--- src/rtl/reg_file_pkg.sv ---
`default_nettype none
// ============================================================================
//  Module      : reg_file_pkg
//  Description : Shared constants and the write-back entry type for the
//                8-entry, 8-bit register file and its write-back queue.
//  Revision    : 1.0 - initial release
// ============================================================================
package reg_file_pkg;

    localparam int REG_WORD_LENGTH = 8;
    localparam int REG_ADDR_BITS   = 3;
    localparam int REG_COUNT       = 8;

    typedef struct packed {
        logic [REG_ADDR_BITS-1:0]   addr;
        logic [REG_WORD_LENGTH-1:0] data;
    } wb_entry_t;

endpackage : reg_file_pkg
`default_nettype wire

--- src/rtl/wb_match.sv ---
`default_nettype none
// ============================================================================
//  Module      : wb_match
//  Description : Combinational youngest-first address compare over the
//                pending write-back entries; reports a hit and its data.
//  Revision    : 1.0 - initial release
// ============================================================================
module wb_match
    import reg_file_pkg::*;
#(
    parameter int WORD_LENGTH = REG_WORD_LENGTH,
    parameter int ADDR_BITS   = REG_ADDR_BITS,
    parameter int DEPTH       = 4
) (
    input  logic [ADDR_BITS-1:0]              rd_addr,
    // Index 0 is the youngest entry, index DEPTH-1 the oldest.
    input  logic [DEPTH-1:0][ADDR_BITS-1:0]   entry_addr,
    input  logic [DEPTH-1:0][WORD_LENGTH-1:0] entry_data,
    input  logic [DEPTH-1:0]                  entry_valid,
    output logic                              hit,
    output logic [WORD_LENGTH-1:0]            hit_data
);

    // Scan oldest to youngest so the youngest matching entry overwrites last.
    always_comb begin
        hit      = 1'b0;
        hit_data = '0;
        for (int i = DEPTH - 1; i >= 0; i--) begin
            if (entry_valid[i] && (entry_addr[i] == rd_addr)) begin
                hit      = 1'b1;
                hit_data = entry_data[i];
            end
        end
    end

endmodule : wb_match
`default_nettype wire

--- src/rtl/reg_wb_queue.sv ---
`default_nettype none
// ============================================================================
//  Module      : reg_wb_queue
//  Description : Write-back FIFO in front of the register file write port,
//                with read-coherence (hazard or bypass) on both read ports.
//                Build option: define WB_BYPASS_EN to forward pending data.
//  Revision    : 1.0 - initial release
// ============================================================================
module reg_wb_queue
    import reg_file_pkg::*;
#(
    parameter int WORD_LENGTH = REG_WORD_LENGTH,
    parameter int ADDR_BITS   = REG_ADDR_BITS,
    parameter int DEPTH       = 4
) (
    input  logic                         clk,
    input  logic                         reset,
    input  logic                         req_valid,
    output logic                         req_ready,
    input  logic [ADDR_BITS-1:0]         req_addr,
    input  logic [WORD_LENGTH-1:0]       req_data,
    input  logic                         stall,
    output logic                         reg_Write,
    output logic [ADDR_BITS-1:0]         Write_Register,
    output logic [WORD_LENGTH-1:0]       Write_Data,
    input  logic [ADDR_BITS-1:0]         Read_Register_1,
    input  logic [ADDR_BITS-1:0]         Read_Register_2,
    input  logic [WORD_LENGTH-1:0]       rf_Read_Data_1,
    input  logic [WORD_LENGTH-1:0]       rf_Read_Data_2,
    output logic [WORD_LENGTH-1:0]       Read_Data_1,
    output logic [WORD_LENGTH-1:0]       Read_Data_2,
    output logic                         hazard_1,
    output logic                         hazard_2,
    output logic [$clog2(DEPTH):0]       pending,
    output logic                         empty
);

    localparam int PTR_W = $clog2(DEPTH);
    localparam int CNT_W = PTR_W + 1;

    logic [ADDR_BITS-1:0]   r_mem_addr [DEPTH];
    logic [WORD_LENGTH-1:0] r_mem_data [DEPTH];
    logic [PTR_W-1:0]       r_wr_ptr;
    logic [PTR_W-1:0]       r_rd_ptr;
    logic [CNT_W-1:0]       r_count;

    logic                   w_push;
    logic                   w_pop;
    logic                   w_empty;
    logic [PTR_W-1:0]       w_last_ptr;

    logic [DEPTH-1:0][ADDR_BITS-1:0]   w_age_addr;
    logic [DEPTH-1:0][WORD_LENGTH-1:0] w_age_data;
    logic [DEPTH-1:0]                  w_age_valid;

    logic                   w_hit_1;
    logic                   w_hit_2;
    logic [WORD_LENGTH-1:0] w_hit_data_1;
    logic [WORD_LENGTH-1:0] w_hit_data_2;

    // Ready depends only on occupancy, never on stall, so no pop-through when full.
    assign req_ready  = (r_count != CNT_W'(DEPTH));
    assign w_empty    = (r_count == '0);
    assign w_push     = req_valid && req_ready;
    assign w_pop      = !w_empty && !stall;
    assign w_last_ptr = r_wr_ptr - PTR_W'(1);

    assign reg_Write      = w_pop;
    assign Write_Register = w_empty ? r_mem_addr[w_last_ptr] : r_mem_addr[r_rd_ptr];
    assign Write_Data     = w_empty ? r_mem_data[w_last_ptr] : r_mem_data[r_rd_ptr];
    assign pending        = r_count;
    assign empty          = w_empty;

    always_ff @(posedge clk) begin
        if (reset) begin
            r_wr_ptr <= '0;
            r_rd_ptr <= '0;
            r_count  <= '0;
        end else begin
            if (w_push) begin
                r_wr_ptr <= r_wr_ptr + PTR_W'(1);
            end
            if (w_pop) begin
                r_rd_ptr <= r_rd_ptr + PTR_W'(1);
            end
            case ({w_push, w_pop})
                2'b10:   r_count <= r_count + CNT_W'(1);
                2'b01:   r_count <= r_count - CNT_W'(1);
                default: r_count <= r_count;
            endcase
        end
    end

    // Entry storage carries no reset; only the pointers define validity.
    always_ff @(posedge clk) begin
        if (w_push) begin
            r_mem_addr[r_wr_ptr] <= req_addr;
            r_mem_data[r_wr_ptr] <= req_data;
        end
    end

    // Present the entries ordered by age, youngest at index 0.
    generate
        for (genvar j = 0; j < DEPTH; j++) begin : g_age
            logic [PTR_W-1:0] w_idx;
            assign w_idx          = r_wr_ptr - PTR_W'(j + 1);
            assign w_age_addr[j]  = r_mem_addr[w_idx];
            assign w_age_data[j]  = r_mem_data[w_idx];
            assign w_age_valid[j] = (r_count > CNT_W'(j));
        end
    endgenerate

    wb_match #(
        .WORD_LENGTH (WORD_LENGTH),
        .ADDR_BITS   (ADDR_BITS),
        .DEPTH       (DEPTH)
    ) u_match_1 (
        .rd_addr     (Read_Register_1),
        .entry_addr  (w_age_addr),
        .entry_data  (w_age_data),
        .entry_valid (w_age_valid),
        .hit         (w_hit_1),
        .hit_data    (w_hit_data_1)
    );

    wb_match #(
        .WORD_LENGTH (WORD_LENGTH),
        .ADDR_BITS   (ADDR_BITS),
        .DEPTH       (DEPTH)
    ) u_match_2 (
        .rd_addr     (Read_Register_2),
        .entry_addr  (w_age_addr),
        .entry_data  (w_age_data),
        .entry_valid (w_age_valid),
        .hit         (w_hit_2),
        .hit_data    (w_hit_data_2)
    );

`ifdef WB_BYPASS_EN
    assign Read_Data_1 = w_hit_1 ? w_hit_data_1 : rf_Read_Data_1;
    assign Read_Data_2 = w_hit_2 ? w_hit_data_2 : rf_Read_Data_2;
    assign hazard_1    = 1'b0;
    assign hazard_2    = 1'b0;
`else
    // Without forwarding the consumer must stall while its register is pending.
    logic w_unused_hit_data;
    assign w_unused_hit_data = ^{w_hit_data_1, w_hit_data_2};
    assign Read_Data_1 = rf_Read_Data_1;
    assign Read_Data_2 = rf_Read_Data_2;
    assign hazard_1    = w_hit_1;
    assign hazard_2    = w_hit_2;
`endif

endmodule : reg_wb_queue
`default_nettype wire

--- config.mk ---
export PLATFORM = sky130hd
export DESIGN_NAME = reg_wb_queue
export DESIGN_NICKNAME = d
export VERILOG_FILES = /design/src/rtl/reg_file_pkg.sv /design/src/rtl/wb_match.sv /design/src/rtl/reg_wb_queue.sv
export SDC_FILE = /design/constraint.sdc
export NUM_CORES = 1
export LEC_CHECK = 0
export BUFFER_PORTS_ARGS = -buffer_cell sky130_fd_sc_hd__buf_2
export CORE_MARGIN = 5
export CORE_UTILIZATION = 55
export DETAILED_ROUTE_END_ITERATION = 7
export GPL_ROUTABILITY_DRIVEN = 0
export PLACE_DENSITY = 0.8
export REMOVE_ABC_BUFFERS = 1
export SYNTH_ARGS = -nofsm -noshare
export SYNTH_HDL_FRONTEND = slang
export SYNTH_SLANG_ARGS = --single-unit
--- constraint.sdc ---
create_clock -name clk -period 7.3 [get_ports clk]
set_input_delay 0.73 -clock clk [delete_from_list [all_inputs] [get_ports clk]]
set_output_delay 0.73 -clock clk [all_outputs]
set_load 0.02 [all_outputs]
Yosys cells after proc, flatten, opt, wreduce, memory -nomap -nowiden
Memories as Yosys holds them, arrays and structs flattened. A register that Yosys moved wholly into a read port is not among the register bits.
Index checks and enable logic that the tools add are counted.
Widths: inputs -> output; s select.
Operators by class
  add/sub/neg operators: 7
  order comparisons: 4
  eq/ne operators: 11
  muxes and demuxes: 19
  reductions and logical operators: 14
Operator list (count)
  $eq 3x3->1: 8
  $mux 2: 6
  $logic_and 1x1->1: 10
  $mux 1: 10
  $mux 8: 1
  $gt 3x1->1 const B: 2
  $gt 3x2->1 const B: 2
  $pmux 3 s2: 1
  $add 2x1->2 const B: 2
  $sub 2x2->2 const B: 2
  $add 3x1->3 const B: 1
  $logic_not 3->1: 1
  $mux 3: 1
  $ne 3x3->1 const B: 1
  $sub 3x1->3 const B: 1
  $eq 2x1->1 const B: 1
  $eq 2x2->1 const B: 1
  $logic_not 1->1: 2
  $reduce_bool 2->1: 1
  $sub 2x1->2 const B: 1
Storage, ports and cells
  bits in registers: 7
  bits in writable memories: 44
  input bits: 37
  output and inout bits: 35
  logic and storage cells: 60
  memories: 2
Memory list
  r_mem_data: words 4, bits a word 8, rd ports 2, clocked after Yosys merged registers in 1, wr ports 1, line reg_wb_queue.sv:42  | logic [WORD_LENGTH-1:0] r_mem_data [DEPTH];
  r_mem_addr: words 4, bits a word 3, rd ports 5, clocked after Yosys merged registers in 2, wr ports 1, line reg_wb_queue.sv:41  | logic [ADDR_BITS-1:0] r_mem_addr [DEPTH];

Depth between registers and ports, before layout
Gate-level depths: netlist of run 1.
An unclocked memory read counts as a cell.
  depth after elaboration: 7
  mapped depth: 10
  gate-level depth less buffers: 10

Cells and area by module
Synthesis of run 1 repeated with hierarchy kept, for this count alone.
Second synthesis, totals
  cells, all modules: 435
  area total of the unflattened synthesis: 4878.4 µm²
Modules (own cells, without submodules)
  reg_wb_queue: instances 1, cells an instance 265, area an instance 3652.3 µm², seq. area each 1541.5 µm²
  wb_match: instances 2, cells an instance 85, area an instance 613.1 µm², seq. area each 0.0 µm²

Worst setup path before layout of run 1
OpenSTA, ideal clock, no wires.
  path type: flip-flop to output port
  start point: reg r_wr_ptr[0]
  end point: out hazard_2
  arrival: 2.207 ns
  required time: 6.570 ns
  path slack: 4.363 ns
  stages on the path, launching flop included: 10
  buffers on the path: 3
  cell sequence: dfxtp_1 -> buf_6 -> buf_4 -> inv_1 -> ha_1 -> buf_2 -> mux4_2 -> xnor2_1 -> nand4_1 -> nand4_1
On the way
  elaborated cells on any way between the ends: 13
  those cells by class: add/sub (3); eq/ne (3); mux (3); reduce/logical (3); memory (1)
RTL lines
  start: declaration: line reg_wb_queue.sv:43  | logic [PTR_W-1:0] r_wr_ptr;
  start signal: assignment: line reg_wb_queue.sv:81  | r_wr_ptr <= r_wr_ptr + PTR_W'(1);
  $sub 2x1->2: line reg_wb_queue.sv:106  | assign w_idx = r_wr_ptr - PTR_W'(j + 1);
  named net g_age[0].w_idx[0]: line reg_wb_queue.sv:105  | logic [PTR_W-1:0] w_idx;
  $mem_v2 4x3
  $eq 3x3->1: line wb_match.sv:29  | if (entry_valid[i] && (entry_addr[i] == rd_addr)) begin
  $logic_and 1x1->1: line wb_match.sv:29
  $mux 1: line wb_match.sv:29
  end: declaration: line reg_wb_queue.sv:33  | output logic hazard_2,
The timed path passes the listed nets, and every way through them passes these cells.

Final worst setup path of run 1
Same ends and word-level chain as after synthesis.

==> results of run 1 <==
[power groups by stage]
| stage | registers (W) | logic [W] | clock network, W |
|---|---|---|---|
| 2_1_floorplan | 0.000435 | 0.000410 | 0 |
| 4_1_cts | 0.000427 | 0.000590 | 0.000172 |
| 3_5_place_dp | 0.000434 | 0.000587 | 0 |
| 5_1_grt | 0.000434 | 0.000642 | 0.000185 |
| 3_3_place_gp | 0.000430 | 0.000576 | 0 |
| 6_report | 0.000425 | 0.000581 | 0.000167 |
[flip-flops by register name (all words and copies together), names as in the netlist, named ones only]
| register | count |
|---|---|
| r_rd_ptr | 2 |
| r_mem_addr | 12 |
| r_wr_ptr | 2 |
| r_mem_data | 32 |
| pending | 3 |
[worst min path at each step]
| stage | from | slack, ns | cells past startpoint | to |
|---|---|---|---|---|
| 2_1_floorplan | r_rd_ptr[1] | 0.49 | 2 | register |
| 3_3_place_gp | r_rd_ptr[1] | 0.51 | 2 | r_rd_ptr[1] |
| 3_5_place_dp | r_rd_ptr[1] | 0.51 | 2 | r_rd_ptr[1] |
| 4_1_cts | r_rd_ptr[1] | 0.53 | 2 | r_rd_ptr[1] |
| 5_1_grt | r_rd_ptr[1] | 0.56 | 2 | r_rd_ptr[1] |
| 6_report | r_rd_ptr[1] | 0.53 | 2 | r_rd_ptr[1] |
[metrics by stage]
stage,instances,worst slack (ns)
after global routing,327,3.52
after CTS,327,3.68
after global placement,319,4.14
after floorplan,207,3.99
after detailed placement,319,4.02
final,327,3.69
[synth_stat cells (2+ instances only)]
| cell type | n |
|---|---|
| inv_1 | 6 |
| mux4_1 | 3 |
| and2_1 | 4 |
| buf_4 | 17 |
| nor2_1 | 14 |
| mux4_2 | 28 |
| ha_1 | 11 |
| clkbuf_1 | 10 |
| nand4_1 | 10 |
| dfxtp_1 | 11 |
| xor2_1 | 2 |
| edfxtp_1 | 44 |
| xnor2_1 | 27 |
| inv_2 | 2 |
| buf_2 | 2 |
| a21oi_1 | 3 |
| nand2_1 | 35 |
[worst max-delay path, delay by kind of cell (launching register included)]
kind | cells | cell delay [ns]
buffers and inverters | 3 | 0.63
adders and majority gates | 1 | 0.74
xor gates and xnor gates | 1 | 0.19
muxes | 1 | 0.46
and+or+nand+nor | 2 | 0.25
DFF | 1 | 0.32
[routing by layer]
layer,global-route usage,share of wire,vias up,wire length (um)
li1,-,-,890,-
met1,0.212,0.39,934,2320
met2,0.287,0.51,80,3030
met3,0.0532,0.093,10,553
met4,0.0453,0.012,0,73
met5,0,0,-,0
[kinds of logic (layout without fill, tap and decap cells)]
group                      Yosys count  in the layout
muxes                               31             31
buffers and inverters               38             56
DFF                                 55             55
AOI/OAI and AO/OA                    9              9
xor gates and xnor gates            29             29
adders and majority gates           11             11
and+or+nand+nor                     64             64
[cell type report]
| cell class | count | share of cell area |
|---|---|---|
| clock buffer | 7 | 0.0255 |
| multi-input combinational | 144 | 0.423 |
| timing repair buffer | 40 | 0.0598 |
| tap | 72 | 0.0266 |
| inverter | 8 | 0.00886 |
| clock inverter | 1 | 0.00148 |
| sequential | 55 | 0.455 |
==> flow_summary.yaml, run 1 <==
status:
  status: "finished clean"
setup_path:
  crit_end: "hazard_2"
  startpoint: "r_wr_ptr[0]"
  endpoint_kind: "primary output"
  crit_path_frequent_cell: "nand4_1"
  r2r_setup_slack_ns: 4.69
  required_ns: 6.57
  reg2reg_from: "pending[0]"
  reg2reg_to: "pending[2]"
  worst_path_largest_cell_delay_ns: 0.74
  worstSetupPathType: "register to primary output"
  ff2ff_path_depth: 9
  worstSetupStartpointType: "register"
  crit_fanout: 21
  crit_arrival_ns: 2.88
  crit_chain: "buf_4 -> inv_1 -> ha_1 -> mux4_2 -> xnor2_1 -> nand4_1 -> nand4_1 -> buf_2"
  crit_slowest_cell: "ha_1"
detailed_routing:
  drtIter0Drc: 93
  final_antenna_net_count: 0
  drc: 0
  via_per_inst: 5.85
  postRouteWirelength_mm: 5.98
  wl_per_cell_um: 18.3
  firstDrtPassIters: 4
  num_vias: 1914
power_and_ir_drop:
  p_seq_frac: 0.362
  total_power_w: 0.00117
  swShare: 0.410
  p_int_w: 0.000692
  p_clk_frac: 0.143
  p_per_area_nw_per_um2: 346
  ir_worst_vdd_mv: 0.174
  combinationalPowerShare: 0.495
  leakage_nw: 1.24
  p_switching_w: 0.000481
cells_and_area:
  final_util: 0.608
  seqCellArea_sq_um: 1540
  final_cell_mix: "edfxtp_1 (44), buf_2 (39), nand2_1 (35)"
  multi_input_area_sq_um: 1440
  fillers: 462
  postLayoutCellArea_sq_um: 3390
  final_common_cell: "edfxtp_1"
  diodes: 0
  drive_gt1_frac: 0.302
  final_nets: 302
  area_growth_syn_to_layout_pct: 6.19
synth:
  synth_edf_count: 44
  synth_top_area_cell: "edfxtp_1"
  async_flop_share: 0
  synth_fa_ha_area_frac: 0.0431
  yosysSeqAreaShare: 0.483
  synth_xor_area_frac: 0.0795
  synthFlopType: "edfxtp_1"
  synthSimpleGateAreaFrac: 0.0874
  synthesis.area_sq_um: 3190
  synth_compound_area_frac: 0.0172
  ys_ff_latch: 55
  yosysWarnings: 0
  synth_area_leaders: "edfxtp_1 (41%), mux4_2 (20%), xnor2_1 (7.4%)"
  synth_top_family_by_area: "multiplexers"
  ys_types: 25
  synth_cells: 237
  muxShareOfSynthArea: 0.222
  synth.top_cell.area_share: 0.414
  syn_area_per_cell_sq_um: 13.5
sta:
  rsz0062_at_grt: "false"
  clock_skew_ns: 0.00407
  relSlewSlack: 0.478
  post-route-period-util: 0.495
  max_freq_ghz: 0.277
  setup_viol_count_final: 0
  finalSetupTns_ns: 0
  hold_violations: 0
  holdWs_ns: 0.530
  worst_pin_slew_ns: 0.781
  period_minus_slack_ns: 3.61
  final-max-slew-violation-count: 0
cts:
  htreeDepth: 2
  cts.sinks: 55
  cts-root-buf: "clkbuf_8"
  cts_tree: "yes"
  cts_buffer_depth: 2
  cts_resized: 0
  postCtsSetupRepairBufs: 0
  clk_pin_slew_ns: 0.09
  cts_made_buffers: 5
  cts_hold_buffers: 0
  clock_latency_ns: 0.30
place:
  port-buffer-count: 39
  hpwl_mm: 4.28
  dpl_cell_area_sq_um: 3300
global_route:
  antenna_found_initial: 0
  grt_max_degree: 22
  grt_pass1_wl_mm: 9.60
  grt_pass1_vias: 1929
  grt_overflow_total: 0
  track_usage: 0.170
floorplanning:
  core_sq_um: 5570
  pin_count: 72
  std_cell_rows: 27
  die_area_sq_um: 7430
  die_w_um: 86.2
  start_util: 0.573
  die_h_um: 86.2
worst_hold_path:
  hold_path.class: "register to register"
job:
  maxCapViolCount: 0
Note: power is estimated with default switching activity, not from simulation.
==> inputs of run 2 (changes only) <==
- CORE_UTILIZATION: 55 -> 54
- PLACE_DENSITY: 0.8 -> 0.79
- clock period: 7.3 -> 3.7 ns (I/O delays scaled with it)
==> run 2 against run 1 <==
Effect of this change: register-to-register slack got worse by 3.3 ns; cell count rose by 1.2%; die area rose by 1.6%; routed wire length rose by 5.6%; sequential power rose by 98%; via count fell by 0.37%; first-iteration DRC count rose by 6.5%; critical endpoint unchanged; highest routed layer unchanged.
==> flow_summary.yaml, run 2 (synthesis gave the netlist of run 1 again) <==
status:
  status: "finished clean"
sta:
  finalSetupTns_ns: 0
  post-route-period-util: 0.818
  clock_skew_ns: 0.0118
  relSlewSlack: 0.459
  setup_viol_count_final: 0
  rsz0062_at_grt: "false"
  worst_pin_slew_ns: 0.810
  final-max-slew-violation-count: 0
  max_freq_ghz: 0.330
  period_minus_slack_ns: 3.03
  hold_violations: 0
cells_and_area:
  area_growth_syn_to_layout_pct: 6.43
  drive_gt1_frac: 0.309
  largest_reg_flops: 32
  fin_cells: 331
  postLayoutCellArea_sq_um: 3400
  final_common_cell: "edfxtp_1"
  fillers: 486
  final_cell_mix: "edfxtp_1 (44), buf_2 (39), nand2_1 (35)"
  largest-register: "r_mem_data"
  diodes: 0
  final_nets: 303
global_route:
  grt_max_degree: 21
  grt_use_met1: 0.216
  grt_overflow_total: 0
  track_usage: 0.178
  grt_pass1_vias: 2002
  top_usage_layer: "met2"
  met2_usage: 0.309
  antenna_found_initial: 0
  grt_pass1_wl_mm: 10.1
  met3_usage: 0.0539
setup_path:
  startpoint: "r_wr_ptr[1]"
  r2r_setup_slack_ns: 1.36
  worst_path_largest_cell_delay_ns: 0.74
  crit_end: "hazard_2"
  crit_slowest_cell: "ha_1"
  worstSetupStartpointType: "register"
  crit_arrival_ns: 2.66
  reg2reg_from: "pending[0]"
  required_ns: 3.33
  worstSetupPathType: "register to primary output"
  endpoint_kind: "primary output"
  crit_path_frequent_cell: "nand4_1"
  crit_fanout: 15
  reg2reg_to: "r_mem_addr[1][2]"
  crit_chain: "inv_1 -> ha_1 -> mux4_2 -> xnor2_1 -> nand4_1 -> nand4_1 -> buf_2"
  ff2ff_path_depth: 4
detailed_routing:
  via_per_inst: 5.76
  firstDrtPassIters: 4
  num_vias: 1907
  drc: 0
  wl_per_cell_um: 19.1
  final_antenna_net_count: 0
  postRouteWirelength_mm: 6.31
  drtIter0Drc: 99
cts:
  cts_made_buffers: 5
  cts_tree: "yes"
  cts-root-buf: "clkbuf_8"
  cts_resized: 0
  cts_hold_buffers: 0
  clock_latency_ns: 0.31
  cts.sinks: 55
  postCtsSetupRepairBufs: 0
  clk_pin_slew_ns: 0.09
  htreeDepth: 2
  cts_buffer_depth: 2
place:
  dpl_cell_area_sq_um: 3310
  dp.cells: 323
  hpwl_mm: 4.53
  port-buffer-count: 39
floorplanning:
  die_area_sq_um: 7550
  die_w_um: 86.9
  pin_count: 72
  core_sq_um: 5850
  die_h_um: 86.9
  std_cell_rows: 28
  start_util: 0.546
worst_hold_path:
  hold_path.class: "input pin to register"
power_and_ir_drop:
  ir_worst_vdd_mv: 0.360
  leakage_nw: 1.24
  p_per_area_nw_per_um2: 686
job:
  maxCapViolCount: 0
-- run 2: cell types whose count changed in the layout (fill, tap and decap cells not counted) --
| cell | before | now |
|---|---|---|
| buf_4 | 1 | 2 |
| clkbuf_8 | 6 | 5 |
| clkbuf_1 | 1 | 0 |
| clkinvlp_2 | 0 | 1 |
| inv_6 | 0 | 1 |
-- run 2: layout make-up --
cell class	count	area, sq um	share of cell area
clock inverter	3	18.8	0.00552
tap	75	93.8	0.0276
clock buffer	5	68.8	0.0203
multi-input combinational	144	1440	0.422
inverter	8	30.0	0.00884
timing repair buffer	41	210	0.0619
sequential	55	1540	0.454
-- run 2: worst min path at each step --
stage,start,end,slack [ns],cells past startpoint
2_1_floorplan,reset,pending[2],0.44,1
3_3_place_gp,r_rd_ptr[1],r_rd_ptr[1],0.51,2
3_5_place_dp,r_rd_ptr[1],register,0.52,2
4_1_cts,req_data[7],r_mem_data[3][7],0.27,1
5_1_grt,req_data[5],r_mem_data[2][5],0.27,1
6_report,req_data[1],r_mem_data[3][1],0.27,1
-- run 2: metal layers --
layer	share of wire	up-vias
met3	0.074	5
met5	0	-
met4	0.010	0
li1	-	888
met1	0.40	944
met2	0.51	70
-- run 2: critical path, delay by kind of cell (launching register included) --
family | cells | cell delay (ns)
and+or+nand+nor | 2 | 0.23
adders and majority gates | 1 | 0.74
muxes | 1 | 0.46
xor gates and xnor gates | 1 | 0.18
buffers and inverters | 2 | 0.29
DFF | 1 | 0.47
-- run 2: through the flow --
| step | utilization | setup slack (ns) | hold slack, ns | total power (W) |
|---|---|---|---|---|
| CTS | 0.581 | 0.661 | 0.267 | 0.00236 |
| global route | 0.581 | 0.554 | 0.265 | 0.00249 |
| floorplan | - | 0.751 | 0.442 | 0.00167 |
| global placement | 0.566 | 1.12 | 0.510 | 0.00201 |
| detailed placement | 0.566 | 0.979 | 0.517 | 0.00204 |
| finish | 0.581 | 0.673 | 0.274 | 0.00233 |
-- run 2: where the power goes --
group	internal, W	total, W	leakage, nW	switching [W]
registers	0.000749	0.000843	0.494	0.0000942
clock network	0.000133	0.000322	0.0445	0.000189
logic	0.000478	0.00117	0.698	0.000690
==> inputs of run 3 (changes only) <==
- clock period: 3.7 -> 3 ns (I/O delays scaled with it)
==> run 3 against run 2 <==
Effect of this change: register-to-register slack worse by 0.63 ns; utilization is 0.81 points higher; critical path type unchanged; power is 26% higher; die area stayed put; sequential share of layout area is 0.63 points lower.
==> flow_summary.yaml, run 3 (synthesis gave the netlist of run 1 again) <==
cells_and_area:
  postLayoutCellArea_sq_um: 3450
  final_cell_mix: "edfxtp_1 (44), buf_2 (39), nand2_1 (35)"
  diodes: 0
  largest-register: "r_mem_data"
  largest_reg_flops: 32
  final_nets: 306
  final_common_cell: "edfxtp_1"
  drive_gt1_frac: 0.317
  area_growth_syn_to_layout_pct: 7.92
  fin_cells: 334
global_route:
  antenna_found_initial: 0
  grt_overflow_total: 0
  grt_pass1_wl_mm: 9.67
  met3_usage: 0.0587
  met2_usage: 0.282
  top_usage_layer: "met2"
  grt_use_met1: 0.209
  track_usage: 0.171
  grt_max_degree: 17
  grt_pass1_vias: 1982
place:
  dpl_cell_area_sq_um: 3330
  hpwl_mm: 4.46
  dp.cells: 326
  pre_cts_ws_ns: 0.625
  port-buffer-count: 39
power_and_ir_drop:
  p_per_area_nw_per_um2: 852
  ir_worst_vdd_mv: 0.449
  leakage_nw: 1.27
setup_path:
  ff2ff_path_depth: 4
  startpoint: "r_wr_ptr[1]"
  r2r_setup_slack_ns: 0.73
  endpoint_kind: "primary output"
  crit_end: "hazard_2"
  reg2reg_from: "pending[0]"
  required_ns: 2.70
  crit_arrival_ns: 2.40
  crit_fanout: 10
  reg2reg_to: "r_mem_data[1][7]"
  worstSetupStartpointType: "register"
  worstSetupPathType: "register to primary output"
detailed_routing:
  drtIter0Drc: 93
  wl_per_cell_um: 18.2
  via_per_inst: 5.64
  firstDrtPassIters: 4
  final_antenna_net_count: 0
  postRouteWirelength_mm: 6.08
  drc: 0
  num_vias: 1884
sta:
  max_freq_ghz: 0.371
  relSlewSlack: 0.587
  hold_violations: 0
  clock_skew_ns: 0.00968
  setup_viol_count_final: 0
  finalWorstSetupSlack_ns: 0.304
  rsz0062_at_grt: "false"
  final-max-slew-violation-count: 0
  finalSetupTns_ns: 0
  post-route-period-util: 0.899
  period_minus_slack_ns: 2.70
  worst_pin_slew_ns: 0.620
cts:
  clk_pin_slew_ns: 0.10
  postCtsSetupRepairBufs: 0
  clock_latency_ns: 0.30
  cts-root-buf: "clkbuf_8"
  cts_tree: "yes"
  cts_resized: 0
  cts_hold_buffers: 0
  htreeDepth: 2
  cts_buffer_depth: 2
  cts_made_buffers: 5
  cts.sinks: 55
floorplanning:
  die_w_um: 86.9
  std_cell_rows: 28
  pin_count: 72
  start_util: 0.546
  die_h_um: 86.9
  core_sq_um: 5850
  die_area_sq_um: 7550
worst_hold_path:
  hold_path.class: "input pin to register"
job:
  maxCapViolCount: 0
status:
  status: "finished clean"
[run 3: cell count changes in the layout (fill, tap and decap cells not counted)]
cell        previous run  this run
inv_6                  1         0
clkinvlp_2             1         0
buf_4                  2         5
clkbuf_8               5         6
clkbuf_16              0         1
[run 3: worst max-delay path, stage by stage, from the launching register on]
cell and delay (ns):
dfxtp_1 0.47, inv_1 0.12, ha_1 0.53, mux4_2 0.41, xnor2_1 0.19, nand4_1 0.11
nand4_1 0.09, buf_2 0.16
[run 3: area by class of cell]
class	instances	area (sq um)
fillers	468	2400
flip-flops and latches	55	1540
multi-input cells	144	1440
repair buffers	44	233
clock buffers	7	108
well taps	75	93.8
inverters	8	30.0
clock inverters	1	5.00
[run 3: worst min-delay path by stage]
stage | to | slack (ns) | from | cells after the start
after global placement | r_mem_data[3][1] | 0.51 | req_data[1] | 1
after global routing | r_mem_data[0][5] | 0.20 | req_data[5] | 1
final | r_mem_data[0][5] | 0.20 | req_data[5] | 1
after floorplan | pending[2] | 0.37 | reset | 1
after detailed placement | register | 0.51 | r_rd_ptr[1] | 2
after CTS | r_mem_data[0][5] | 0.20 | req_data[5] | 1
[run 3: power by group]
group / total (W) / switching [W] / internal [W] / leakage, nW
Sequential: 0.00102 / 0.000100 / 0.000924 / 0.494
Clock: 0.000465 / 0.000228 / 0.000237 / 0.0594
Combinational: 0.00145 / 0.000849 / 0.000598 / 0.713
[run 3: layer usage]
metal | vias to the layer above | wire length [um]
met5 | - | 0
met4 | 0 | 121
li1 | 896 | -
met3 | 12 | 501
met2 | 77 | 2990
met1 | 899 | 2470
[run 3: metrics by stage]
stage	hold slack, ns	util	power [W]
finish	0.202	0.589	0.00294
global route	0.197	0.589	0.00315
CTS	0.197	0.589	0.00298
detailed placement	0.514	0.570	0.00252
global placement	0.511	0.570	0.00249
floorplan	0.372	-	0.00205
